`src/rtl/des_ctrl_pkg.sv`:
```
// Shared types and constants for the DES round sequencer.
package des_ctrl_pkg;

    typedef enum logic {
        IDLE = 1'b0,
        RUN  = 1'b1
    } seq_state_t;

    localparam int DES_ROUNDS  = 16;
    localparam int DES_BLOCK_W = 64;
    localparam int KEY_IDX_W   = 4;

endpackage

```
`src/rtl/des_round_sequencer_state_sel_mux.sv`:
```
// 2:1 state select: fresh load data when sel=1, round feedback when sel=0.
module state_sel_mux #(
    parameter int DATA_W = 64
) (
    input  logic              sel,
    input  logic [DATA_W-1:0] load_data,
    input  logic [DATA_W-1:0] feedback_data,
    output logic [DATA_W-1:0] out_data
);

    assign out_data = sel ? load_data : feedback_data;

endmodule

```
`src/rtl/des_round_sequencer.sv`:
```
// Sequences the DES state register through the external round function,
// generating the subkey index and the start/busy/done handshake.
import des_ctrl_pkg::*;

module des_round_sequencer #(
    parameter int DATA_W = DES_BLOCK_W,
    parameter int ROUNDS = DES_ROUNDS
) (
    input  logic                 clk,
    input  logic                 rst_n,
    input  logic                 Start,
    input  logic                 Mode,
    input  logic [DATA_W-1:0]    Data_in,
    input  logic [DATA_W-1:0]    Round_in,
    output logic [DATA_W-1:0]    Round_state,
    output logic [KEY_IDX_W-1:0] Key_idx,
    output logic                 Busy,
    output logic                 Done,
    output logic [DATA_W-1:0]    Data_out
);

    localparam int                   HALF_W   = DATA_W / 2;
    localparam logic [KEY_IDX_W-1:0] LAST_CNT = KEY_IDX_W'(ROUNDS - 1);

    seq_state_t           state;
    seq_state_t           next_state;
    logic [KEY_IDX_W-1:0] cnt;
    logic                 mode_q;
    logic                 mux_sel;
    logic                 last_round;
    logic [DATA_W-1:0]    next_data;

    state_sel_mux #(
        .DATA_W (DATA_W)
    ) u_state_sel_mux (
        .sel           (mux_sel),
        .load_data     (Data_in),
        .feedback_data (Round_in),
        .out_data      (next_data)
    );

    assign last_round = (state == RUN) && (cnt == LAST_CNT);

    always_ff @(posedge clk or negedge rst_n) begin
        if (!rst_n) begin
            state <= IDLE;
        end else begin
            state <= next_state;
        end
    end

    always_comb begin
        next_state = state;
        mux_sel    = 1'b0;
        case (state)
            IDLE: begin
                mux_sel = 1'b1;
                if (Start) begin
                    next_state = RUN;
                end
            end
            RUN: begin
                if (last_round) begin
                    next_state = IDLE;
                end
            end
            default: next_state = IDLE;
        endcase
    end

    // Done is registered here, so it lands in the first IDLE cycle where a
    // new Start can already be accepted.
    always_ff @(posedge clk or negedge rst_n) begin
        if (!rst_n) begin
            Round_state <= '0;
            Data_out    <= '0;
            cnt         <= '0;
            mode_q      <= 1'b0;
            Done        <= 1'b0;
        end else begin
            Done <= 1'b0;
            case (state)
                IDLE: begin
                    if (Start) begin
                        Round_state <= next_data;
                        cnt         <= '0;
                        mode_q      <= Mode;
                    end
                end
                RUN: begin
                    Round_state <= next_data;
                    cnt         <= cnt + 1'b1;
                    if (last_round) begin
                        Data_out <= {Round_in[HALF_W-1:0], Round_in[DATA_W-1:HALF_W]};
                        Done     <= 1'b1;
                    end
                end
                default: ;
            endcase
        end
    end

    always_comb begin
        Key_idx = '0;
        if (state == RUN) begin
            Key_idx = mode_q ? (LAST_CNT - cnt) : cnt;
        end
    end

    assign Busy = (state == RUN);

endmodule

```
`config.mk`:
```
export PLATFORM = sky130hd
export DESIGN_NAME = des_round_sequencer
export DESIGN_NICKNAME = d
export VERILOG_FILES = /design/src/rtl/des_ctrl_pkg.sv /design/src/rtl/des_round_sequencer_state_sel_mux.sv /design/src/rtl/des_round_sequencer.sv
export SDC_FILE = /design/constraint.sdc
export NUM_CORES = 1
export LEC_CHECK = 0
export BUFFER_PORTS_ARGS = -buffer_cell sky130_fd_sc_hd__clkbuf_2
export CORE_MARGIN = 2
export CORE_UTILIZATION = 42
export CTS_CLUSTER_SIZE = 25
export DETAILED_ROUTE_END_ITERATION = 7
export GPL_TIMING_DRIVEN = 1
export HOLD_SLACK_MARGIN = 0.12
export PLACE_DENSITY = 0.76
export SETUP_SLACK_MARGIN = 0.15
export SKIP_LAST_GASP = 1
export SYNTH_ARGS = -nofsm -noshare
export SYNTH_HDL_FRONTEND = slang
export SYNTH_SLANG_ARGS = --single-unit
```
`constraint.sdc`:
```
create_clock -name clk -period 1.24 [get_ports clk]
set_input_delay 0.124 -clock clk [delete_from_list [all_inputs] [get_ports clk]]
set_output_delay 0.124 -clock clk [all_outputs]
set_load 0.02 [all_outputs]
```
==> metrics.md <==
| Metric | Value |
|---|---|
| Hold Fails Final Rpt | 0 |
| Overall Global Routing Usage | 33.03% |
| Net Count, Synth | roughly 700 |
| # setup viols final | between 90 and 100 |
| Final Skew | ~0.014 ns |
| Crit path kind | register to register |
| Worst setup EP type | register |
| Hold_sp | Start |
| Post-Syn Area | between 0.005 and 0.006 mm² |
| Total routed wirelength | around 32000 µm |
| Synth-to-layout area growth | 111.9% |
| Clk sinks | around 140 |
| Net Sw Power | between 10000 and 15000 µW |
| Status | finished with violations |
| Worst path bufs/invs | 5 |
| Yosys warning count | 0 |
| Req. time, crit path | between 1.5 and 2 ns |
| First-pass GRT wire length | between 30000 and 40000 µm |
| Synth top area share | around three fifths |
| First drt pass iteration count | 6 |
| Share of total power in combinational logic | 55.1% |
| Clk pwr share | roughly a fifth |
| Reg-to-reg slack, setup | -0.42 ns |
| Ys async rst share | 100.0% |
| Nets | roughly 1200 |
| Initial antenna violation count | 1 |
| Cell at the slowest stage of the critical path | dfrtp_4 |
| Startpoint Class | register |
| RD Place Congestion | 0.8124 |
| Post-synthesis cell count | 584 |
| Clk buf depth | 2 |
| Post-Syn Area per Cell | between 9 and 10 µm² |
| Sequential-to-total area share from yosys stat | 59.16% |
| Die area | roughly 0.015 mm² |
| Commonest cells in the netlist | nand2_1 (258), dfrtp_1 (135), mux2i_1 (65) |
| Number of global-route vias before repair | 7003 |
| Yosys reg bits | around 140 |
| CP peak stage delay | between 0.4 and 0.5 ns |
| Dominant synthesized flop cell | dfrtp_1 |
| Fin crit period | around 1.7 ns |
| Top-count cell post-synth | nand2_1 |
| RR Endpoint | Data_out[20]$_DFFE_PN0P_ |
| WL per Instance | 24.65 µm |
| Fin. max-slew vios | 0 |
| Starting density of the core | a little over two fifths |
| Crit path max fanout | 6 |
| CTS tree | yes |
| Fmax | roughly 600 MHz |
| Initial DRC count | roughly 820 |
| Netlist cell types | 22 |
| Pin count of the biggest net entering global routing | a little under 50 |
| Routed Antenna Nets | 0 |
| Via density | ~5.6 |
| Remaining global-route overflow | 0 |
| Num CTS Buffers | 17 |
| WHS Endpoint | mode_q$_DFFE_PN0P_ |
| Hold crit path type | input port to register |
| Reg clk slew, reported paths | 0.07 ns |
| Slack of the critical path | -0.4164 ns |
| Setup TNS | -23.43 ns |
| CORE AREA | 0.01324 mm² |
| Worst R2R Path Depth | 8 |
| IO Port Bufs | 265 |
| Peak supply drop | 1258 µV |
| # DRC | 0 |
| H-tree levels | 4 |
| Clock Tree Root | clkbuf_16 |
| Fill cell count | 490 |
| WHS Path Cells | 3 |
| Io pins | between 200 and 300 |
| Post-DP Area | 0.007352 mm² |
| Sequential share of power | about a quarter |
| Post-route cell area | ~0.012 mm² |
| Cell row count | 42 |
| Sw Ratio | 40.37% |
| P_int | 18400 µW |
| Max-cap check violation count | 0 |
| Cell area power density | 2550 mW/mm² |
| Routed vias | between 7000 and 8000 |
| Horiz. Die Dim | 120.6 µm |
| Dpl hpwl | about 11000 µm |
| Area leader, netlist | dfrtp_1 |
| Top cells by area, synth | dfrtp_1 (59%), nand2_1 (17%), mux2i_1 (11%) |
| CP top delay family | buffers and inverters |
| Die height | about 120 µm |
| Worst-Margin Slew | 0.4298 ns |
| EDFF count, synth | 0 |
| R2R Path Start | Busy$_DFF_PN0_ |
| Fin crit share | 133.6% |
| Leak | ~0.0062 µW |
| Slew HR | a little under three quarters |
| RSZ-0062 raised after global routing | yes |
| Failing checks | negative setup slack |
| Critical path arrival | 1.94 ns |
| Clk_lat worst skew | between 0.4 and 0.5 ns |
| Post-Place Worst Slack | -0.03310 ns |
| Share of cells above drive strength 1 | between 50% and 60% |
| Crit path cell chain | buf_6 -> buf_6 -> nand4_4 -> buf_8 -> buf_12 -> buf_16 -> nand2_1 -> nand2_1 |
registers in the layout (all words and copies together) (netlist names):
register,flops
Round_state,64
mode_q,1
cnt,4
Done,1
Busy,1
Data_out,64
worst register-to-register path: stages (launching register included):
cell and delay [ns]:
dfrtp_4 0.47, buf_6 0.13, buf_6 0.10, nand4_4 0.15
buf_8 0.20, buf_12 0.13, buf_16 0.14, nand2_1 0.07
nand2_1 0.13
worst max path at each step:
stage | start | endpoint | slack [ns] | cells after the start
final | Busy$_DFF_PN0_ | Data_out[20]$_DFFE_PN0P_ | -0.42 | 8
after CTS | cnt[0]$_DFFE_PN0P_ | Key_idx[0] | -0.25 | 4
after global placement | cnt[1]$_DFFE_PN0P_ | Data_out[10]$_DFFE_PN0P_ | 0.04 | 6
after floorplan | cnt[0]$_DFFE_PN0P_ | Data_out[15]$_DFFE_PN0P_ | 0.03 | 7
after global routing | cnt[1]$_DFFE_PN0P_ | Data_out[20]$_DFFE_PN0P_ | -0.49 | 8
after detailed placement | cnt[1]$_DFFE_PN0P_ | Data_out[8]$_DFFE_PN0P_ | -0.03 | 6
final cells by class:
class | instances | area [µm²] | area share [%]
Antenna cell | 1 | 2.502 | 0.02068
Inverter | 1 | 11.26 | 0.09306
Multi-Input combinational cell | 410 | 2741 | 22.66
Timing Repair Buffer | 530 | 5084 | 42.01
Clock inverter | 12 | 198.9 | 1.644
Clock buffer | 20 | 456.7 | 3.774
Tap cell | 176 | 220.2 | 1.820
Sequential cell | 135 | 3386 | 27.98
power groups by stage:
stage	Clock [µW]	Combinational (µW)	Sequential, µW
after floorplan	0	3290	9480
after global placement	0	8280	7420
after detailed placement	0	8520	7460
after CTS	5630	12200	7450
after global routing	6010	17700	8120
final	5820	17000	8030
cell usage in the layout, fill, tap and decap left out, types with 10 or more instances in the layout:
cell type	instances
o21ai_1	30
o21ai_0	15
dlygate4sd3_1	130
buf_4	81
buf_12	18
buf_6	87
nand2_4	41
buf_16	16
mux2i_1	65
nand2_2	64
o21ai_2	21
clkbuf_16	22
nand2_1	153
clkbuf_2	162
dfrtp_1	131
clkbuf_8	22
buf_8	10
cell families (layout without fill, tap and decap cells):
family                   count (synthesis)  count (layout)  share of synthesized area, %
buffers and inverters                   39             563                         3.900
AO/OA/AOI/OAI                           67              67                         5.938
XOR/XNOR                                 6               6                        0.9202
adder cells (fa/ha/maj)                  1               1                        0.2191
other                                    0               1                             0
flip-flops                             135             135                         59.16
multiplexers                            66              66                         11.59
AND/OR/NAND/NOR                        270             270                         18.27
timing repair:
item,in CTS,in global routing
setup endpoints to repair,170,259
cloned,16,6
hold buffers,130,0
gates resized for setup,150,370
setup buffers,45,47
endpoints found under the hold margin,264,0
pin swaps,54,54
per-stage QoR:
step / hold WS, ns / utilization [%] / instances / total power [µW]
after floorplan: -0.1716 / - / 584 / 12770
after detailed placement: 0.06266 / 55.52 / 1008 / 15980
after global routing: 0.1722 / 91.37 / 1285 / 31820
after CTS: 0.1882 / 80.38 / 1231 / 25260
after global placement: 0.06775 / 55.52 / 1008 / 15700
final: 0.1698 / 91.37 / 1285 / 30860
metal layers:
layer	share of wire [%]	GRT usage (%)	vias up	wire (µm)
met2	50	60.56	595	15850
met1	33	34.92	3471	10560
met5	0.041	0	-	13
li1	-	-	2922	-
met3	9.3	8.443	209	2961
met4	7.2	16.35	2	2288
Power figures use the tool's default switching activity.
